===== config.mk =====
export PLATFORM = sky130hd
export DESIGN_NAME = fetch_stage
export DESIGN_NICKNAME = d
export VERILOG_FILES = /design/src/rtl/riscv_pkg.sv /design/src/rtl/fetch_queue.sv /design/src/rtl/fetch_stage.sv
export SDC_FILE = /design/constraint.sdc
export NUM_CORES = 1
export LEC_CHECK = 0
export CELL_PAD_IN_SITES_DETAIL_PLACEMENT = 2
export CELL_PAD_IN_SITES_GLOBAL_PLACEMENT = 2
export CORE_MARGIN = 2
export CORE_UTILIZATION = 30
export DETAILED_ROUTE_END_ITERATION = 8
export GPL_TIMING_DRIVEN = 0
export PLACE_DENSITY = 0.76
export SLEW_MARGIN = 0
export SYNTH_ARGS = -nofsm -noshare
export SYNTH_HDL_FRONTEND = slang
export SYNTH_SLANG_ARGS = --single-unit

===== constraint.sdc =====
create_clock -name clk -period 6.05 [get_ports clk]
set_input_delay 0.605 -clock clk [delete_from_list [all_inputs] [get_ports clk]]
set_output_delay 0.605 -clock clk [all_outputs]
set_load 0.01 [all_outputs]

===== src/rtl/riscv_pkg.sv =====
// riscv_pkg: shared core-wide constants for the fetch path
package riscv_pkg;
  localparam int XLEN = 32;
  localparam logic [31:0] NOP_INST = 32'h0000_0013;
  localparam int ROM_READ_LATENCY = 1;
endpackage


===== src/rtl/fetch_queue.sv =====
// fetch_queue: synchronous FIFO of {pc, inst} pairs; head is the IF/ID register
module fetch_queue
  import riscv_pkg::*;
#(
  parameter int DEPTH = 2,
  parameter int W = 2 * XLEN,
  localparam int AW = $clog2(DEPTH),
  localparam int CW = AW + 1
) (
  input  logic          clk,
  input  logic          reset,
  input  logic          flush,
  input  logic          push,
  input  logic          pop,
  input  logic [W-1:0]  din,
  output logic [CW-1:0] count,
  output logic [W-1:0]  head
);
  logic [W-1:0]  mem_q [DEPTH];
  logic [AW-1:0] rd_q, wr_q;
  logic [CW-1:0] count_q;
  always_ff @(posedge clk) begin
    if (reset || flush) begin
      rd_q <= '0;
      wr_q <= '0;
      count_q <= '0;
    end else begin
      if (push) mem_q[wr_q] <= din;
      wr_q <= wr_q + AW'(push);
      rd_q <= rd_q + AW'(pop);
      count_q <= count_q + CW'(push) - CW'(pop);
    end
  end
  assign count = count_q;
  assign head = mem_q[rd_q];
  // the issuer's credit check must make these unreachable
  assert property (@(posedge clk) disable iff (reset || flush)
    !(push && !pop && count_q == CW'(DEPTH)));
  assert property (@(posedge clk) disable iff (reset || flush)
    !(pop && count_q == '0));
endmodule


===== src/rtl/fetch_stage.sv =====
// fetch_stage: issues ROM reads for pc_in, tags returned words with their pc
// and queues them for decode; credit-based back-pressure, flush on branch
module fetch_stage
  import riscv_pkg::*;
#(
  parameter int XLEN_P = XLEN,
  parameter int DEPTH = 2,
  parameter logic [XLEN_P-1:0] NOP = XLEN_P'(NOP_INST)
) (
  input  logic              clk,
  input  logic              reset,
  input  logic              start,
  input  logic [XLEN_P-1:0] pc_in,
  input  logic              branch,
  output logic [XLEN_P-1:0] rom_addr,
  output logic              rom_rd_en,
  input  logic [XLEN_P-1:0] rom_data,
  input  logic              id_stall,
  output logic              pc_stall,
  output logic              id_valid,
  output logic [XLEN_P-1:0] inst_to_decode,
  output logic [XLEN_P-1:0] pc_to_id
);
  localparam int CW = $clog2(DEPTH) + 1;
  logic              req_valid_q, req_valid_d;
  logic [XLEN_P-1:0] req_pc_q, req_pc_d;
  logic [XLEN_P-1:0] last_pc_q;
  logic [CW-1:0]     count, occ;
  logic [2*XLEN_P-1:0] head;
  logic              pop, issue;
  always_comb begin
    id_valid = count != '0;
    pop = id_valid & ~id_stall & ~branch;
    // occupancy the queue will have once the in-flight word lands
    occ = count + CW'(req_valid_q) - CW'(pop);
    issue = ~reset & start & ~branch & (occ < CW'(DEPTH));
    pc_stall = ~reset & start & ~branch & ~issue;
    req_valid_d = issue;
    req_pc_d = issue ? pc_in : req_pc_q;
    rom_addr = pc_in;
    rom_rd_en = issue;
    inst_to_decode = id_valid ? head[XLEN_P-1:0] : NOP;
    pc_to_id = id_valid ? head[2*XLEN_P-1:XLEN_P] : last_pc_q;
  end
  always_ff @(posedge clk) begin
    if (reset) begin
      req_valid_q <= 1'b0;
      req_pc_q <= '0;
      last_pc_q <= '0;
    end else begin
      req_valid_q <= req_valid_d;
      req_pc_q <= req_pc_d;
      if (id_valid) last_pc_q <= head[2*XLEN_P-1:XLEN_P];
    end
  end
  fetch_queue #(.DEPTH(DEPTH), .W(2 * XLEN_P)) u_queue (
    .clk(clk),
    .reset(reset),
    .flush(branch),
    .push(req_valid_q),
    .pop(pop),
    .din({req_pc_q, rom_data}),
    .count(count),
    .head(head)
  );
endmodule


**Word-level counts from Yosys, hierarchy flattened**

Memory sizes are Yosys's and may differ from the RTL's. A register that Yosys moved wholly into a read port is not among the register bits.
Index checks and enable logic that the tools add are counted.

- Latch bits: 0
- Memories: 1
- Memory bits (read-only): 0
- Input bits: 69
- Output and inout port bits: 99
- Register bits: 69
- Word-level logic and storage cells: 30
- Bits in writable memories: 128

- Order comparisons: 1
- $mul: 0
- Reductions and logical operators: 2
- Multiplexer cells: 6
- Eq/ne operators: 0
- Shift operators: 0
- $add $sub $neg: 4
- Divide/modulo/power cells: 0
- Bitwise gates (word level): 10

Memory list:

| memory | depth | bits a word | rd ports | clocked after Yosys merged registers in | wr ports | RTL line | source |
|---|---|---|---|---|---|---|---|
| u_queue.mem_q | 2 | 64 | 1 | 1 | 1 | fetch_queue.sv:19 | `logic [W-1:0] mem_q [DEPTH];` |

Operators with widths:

| cell | number |
|---|---|
| 32-bit 2-to-1 mux | 2 |
| 1-bit AND | 6 |
| 1-bit 2-to-1 mux | 4 |
| 1-bit NOT | 4 |
| 1-bit adder | 2 |
| 2-bit by 1-bit adder with 2-bit output | 1 |
| 2-bit < comparator, second input constant | 1 |
| 2-bit nonzero test | 1 |
| 2-bit by 1-bit subtractor with 2-bit output | 1 |
| 1-bit logical OR | 1 |

**Longest topological paths before layout**

- Word-level depth: 8
- Gate-level depth with buffers: 11
- Gate-level depth less buffers: 8

**Modules after synthesis**

A second synthesis with hierarchy kept.

- Cells, all modules: 548
- Area, all modules: 8084.0 µm²

By module, submodules not included:

| module | instances | area each (µm²) | cells each |
|---|---|---|---|
| fetch_queue | 1 | 5036.1 | 217 |
| fetch_stage | 1 | 3047.9 | 331 |

**Least setup slack after synthesis**

Ideal clock, no wire load.

- Kind: input to register
- Start: in reset
- End: mem u_queue.mem_q[0][0] in the netlist's numbering, enable pin
- Data arrival time: 3.640 ns
- Required time: 5.563 ns
- Library setup time: 0.487 ns
- Stages on the path: 4
- Buffers on the path: 1
- Path slack: 1.923 ns
- Cells stage by stage: buf_2 -> nor2_1 -> nand2_1 -> nor2_1

- Word-level cells in the longest chain between the ends: 3

Ends and longest elaborated chain:

| what | RTL line | source |
|---|---|---|
| from (decl) | fetch_stage.sv:11 | `input logic reset,` |
| 1-bit logical OR | fetch_queue.sv:23 | `if (reset \|\| flush) begin` |
| 1-bit 2-to-1 mux | fetch_queue.sv:23 |  |
| 1-bit 2-to-1 mux (implied by the code) | fetch_queue.sv:28 | `if (push) mem_q[wr_q] <= din;` |
| to (decl) | fetch_queue.sv:19 |  |

No other way between the ends.

**Worst setup path after layout**

- Start: reg u_queue.count_q[1], in the netlist u_queue.count[1]
- End: out pc_stall

- Word-level cells in the longest chain between the ends: 8
- Elaborated cells on any way between the ends: 9

Ends and longest elaborated chain:

| what | RTL line | source |
|---|---|---|
| from (decl) | fetch_queue.sv:21 | `logic [CW-1:0] count_q;` |
| from (signal assigned) | fetch_queue.sv:31 | `count_q <= count_q + CW'(push) - CW'(pop);` |
| 2-bit nonzero test | fetch_stage.sv:32 | `id_valid = count != '0;` |
| 1-bit AND (2 in series) | fetch_stage.sv:33 | `pop = id_valid & ~id_stall & ~branch;` |
| 2-bit by 1-bit subtractor with 2-bit output (*) | fetch_stage.sv:35 | `occ = count + CW'(req_valid_q) - CW'(pop);` |
| 2-bit < comparator (*) | fetch_stage.sv:36 | `issue = ~reset & start & ~branch & (occ < CW'(DEPTH));` |
| 1-bit AND (*) | fetch_stage.sv:36 |  |
| 1-bit NOT (*) | fetch_stage.sv:37 | `pc_stall = ~reset & start & ~branch & ~issue;` |
| 1-bit AND (*) | fetch_stage.sv:37 |  |
| to (decl) | fetch_stage.sv:19 | `output logic pc_stall,` |

Mark *: on every way between the ends. The rest lies on a longest branch, timed or not.

==> flow_summary.json <==
{
  "status": "finished, final reports clean",
  "routed_wl_um": 20400,
  "final_area_um2": 10500,
  "met1_usage_pct": 18.9,
  "worst_pin_slew_ns": 0.651,
  "netlist_top_cells_count": "128 x edfxtp_1, 100 x nand2_1, 69 x dfxtp_1, 64 x a21oi_1, 39 x buf_4",
  "worst_slack_ns": 1.79,
  "yosys_most_used_dff": "edfxtp_1",
  "r2r_slack_ns": 3.10,
  "first_pass_iters": 4,
  "synth_edf_count": 128,
  "path_clk_slew_ns": 0.07,
  "synth_cell_types": 29,
  "nets": 871,
  "power_switching_mw": 0.616,
  "leakagePower_nw": 3.54,
  "ys_seq_area_share_pct": 67.9,
  "gp_congestion": 0.693,
  "peakVddDrop_mv": 0.197,
  "clockRootBuffer": "clkbuf_16",
  "crit_path_cell_trace": "nor2_1 -> buf_2 -> clkbuf_1 -> nor3_1 -> ha_1 -> inv_1 -> ha_1 -> xnor3_2 -> buf_2 -> nor2_1 -> clkdlybuf4s50_1",
  "yosysMostFrequentCell": "edfxtp_1",
  "post-cts-setup-buffers": 0,
  "rsz0062_at_grt": "no",
  "internal_power_mw": 2.20,
  "p_total_mw": 2.81,
  "synthArstFlopShare_pct": 0,
  "drv_cap": 0,
  "die_w_um": 164,
  "antenna_found_initial": 1,
  "grt_pass1_wl_um": 31400,
  "drc_errors": 0,
  "grt_util_met2_pct": 27.5,
  "postCtsHoldBufs": 0,
  "power_frac_comb_pct": 8.1,
  "layout-drive-gt1-share_pct": 16.9,
  "slew_headroom_pct": 56.6,
  "netSwitchingFraction_pct": 21.9,
  "final.setup_skew_ns": 0.00732,
  "synth_top_area_share_pct": 49.9,
  "crit_buf_inv": 5,
  "cp_top_family": "buffers and inverters",
  "critPathLaunchType": "flop",
  "clock_power_share_pct": 40.1,
  "dieArea_um2": 27000,
  "post_cts_resized": 0,
  "clk_path_buf_depth": 2,
  "die_y_um": 164,
  "synth-seq-cells": 197,
  "hold_class": "reg -> reg",
  "finalMaxSlewViolations": 0,
  "area_delta_synth_final_pct": 35.8,
  "synth_area_leader_cell": "edfxtp_1",
  "gr-max-usage-layer": "met2",
  "cts_max_level": 4,
  "grt_max_degree": 51,
  "cts.sinks": 197,
  "yosys_warnings": 0,
  "final_antenna_net_count": 0,
  "critPathArrivalTime_ns": 3.66,
  "vias_per_cell": 4.61,
  "wl_per_cell_um": 17.8,
  "syn_area_um2": 7700,
  "coreArea_um2": 25200,
  "cts_tree": "done",
  "use_met3_pct": 3.86,
  "slowest_delay_ns": 0.56,
  "finalCriticalPeriod_ns": 4.26,
  "routed-via-count": 5271,
  "port-buffer-count": 166,
  "synth_area_per_cell_um2": 12.6,
  "grt_pass1_vias": 5665,
  "cp-end-kind": "output port",
  "fin_crit_sh_pct": 70.4,
  "final_cells": 1144,
  "setup_viol": 0,
  "clk_latency_ns": 0.43,
  "finalHoldViolCount": 0,
  "dp.cells": 1111,
  "required_ns": 5.44,
  "placed_area_um2": 9860,
  "ys_top_cells_by_area": "edfxtp_1 50%, dfxtp_1 18%, nand2_1 4.9%",
  "powerDensity_nw_per_um2": 269,
  "dp_hpwl_um": 14600,
  "grtUsageTotal_pct": 15.4,
  "path_class": "reg -> out",
  "slowest_stage": "clkdlybuf4s50_1",
  "dp_slack_ns": 2.22,
  "fmax_mhz": 235,
  "netlist_instances": 612,
  "worstPathMaxFanout": 10,
  "drtIter0Drc": 198,
  "row_count": 58,
  "start_util_pct": 30.6,
  "final.setup.tns_ns": 0,
  "boundaryPins": 168,
  "p_seq_share_pct": 51.8,
  "grt.overflow.total": 0,
  "syn_nets": 683,
  "cts_buffers": 17
}
-- power groups by stage --
stage | Clock [mW] | Sequential [mW] | Combinational [mW]
2_1_floorplan | 0 | 1.48 | 0.0930
3_3_place_gp | 0 | 1.49 | 0.223
3_5_place_dp | 0 | 1.49 | 0.229
4_1_cts | 1.17 | 1.46 | 0.232
5_1_grt | 1.22 | 1.46 | 0.247
6_report | 1.13 | 1.46 | 0.227
-- worst reg2reg max path: cells and delay by family (launching register included) --
family,cells,cell delay (ns)
XOR/XNOR,1,0.34
adder cells (fa/ha/maj),2,0.53
flip-flops,1,0.35
buffers and inverters,4,1.10
AND/OR/NAND/NOR,3,0.40
AO/OA/AOI/OAI,1,0.16
-- cells by family (layout without fill, tap and decap cells) --
logic type      count (synthesis)  in the layout  synth area share [%]
buf+inv                        73            274                  6.09
fa+ha+maj                       2              2                 0.325
compound gates                 98             98                  6.74
mux                            64             64                  8.84
xor+xnor                        3              3                 0.748
other cells                     0              1                     0
flops                         197            197                  67.9
simple gates                  175            175                  9.38
-- stage by stage --
stage | utilization [%] | hold slack (ns)
3_5_place_dp | 39.2 | 0.436
5_1_grt | 41.5 | 0.461
6_report | 41.5 | 0.457
2_1_floorplan | - | 0.419
3_3_place_gp | 38.8 | 0.427
4_1_cts | 41.5 | 0.454
-- placed cells by master, fill, tap and decap left out, types with 2 or more instances in the layout --
cell | Yosys | routed
clkbuf_16 | 0 | 17
buf_2 | 15 | 15
bufinv_16 | 0 | 2
clkinvlp_4 | 0 | 3
nor3_1 | 3 | 3
nor2_1 | 35 | 34
nand3_1 | 32 | 32
clkbuf_1 | 11 | 11
o21ai_2 | 7 | 7
clkinv_4 | 0 | 2
mux2_2 | 32 | 32
buf_6 | 4 | 4
o21ai_0 | 5 | 5
edfxtp_1 | 128 | 128
o21ai_1 | 21 | 21
buf_16 | 0 | 2
inv_8 | 0 | 2
buf_4 | 39 | 39
nand2_1 | 100 | 100
dfxtp_1 | 69 | 69
clkdlybuf4s50_1 | 0 | 166
a21oi_1 | 64 | 64
mux2i_1 | 32 | 32
clkinv_2 | 0 | 4
ha_1 | 2 | 2
inv_1 | 2 | 2
-- final timing paths --
check | to | cells after the start | startpoint
hold reg to reg | u_queue.mem_q[0][32] | 0 | req_pc_q[0]
hold / removal | u_queue.mem_q[0][32] | 0 | req_pc_q[0]
setup / recovery | pc_stall | 11 | u_queue.count[1]
setup reg to reg | req_pc_q[23] | 11 | u_queue.count[1]
-- metal layers --
metal | wire length (µm) | vias up
met2 | 10400 | 129
met5 | 0 | -
met1 | 8690 | 2631
li1 | - | 2500
met4 | 101 | 0
met3 | 1130 | 11
-- layout make-up --
class,instances,area [µm²]
timing repair buffer,169,1740
fill,2580,14700
sequential,197,5230
inverter,3,11.3
multi-input combinational,342,2020
clock inverter,14,151
antenna,1,2.50
buffer,70,458
tap,330,413
clock buffer,18,439
-- sequential cells by signal, summed over array words and instances (netlist names) --
register,count
last_pc_q,32
req_pc_q,32
req_valid_q,1
u_queue.count,2
u_queue.mem_q,128
u_queue.rd_q,1
u_queue.wr_q,1
Power figures use the tool's default switching activity.
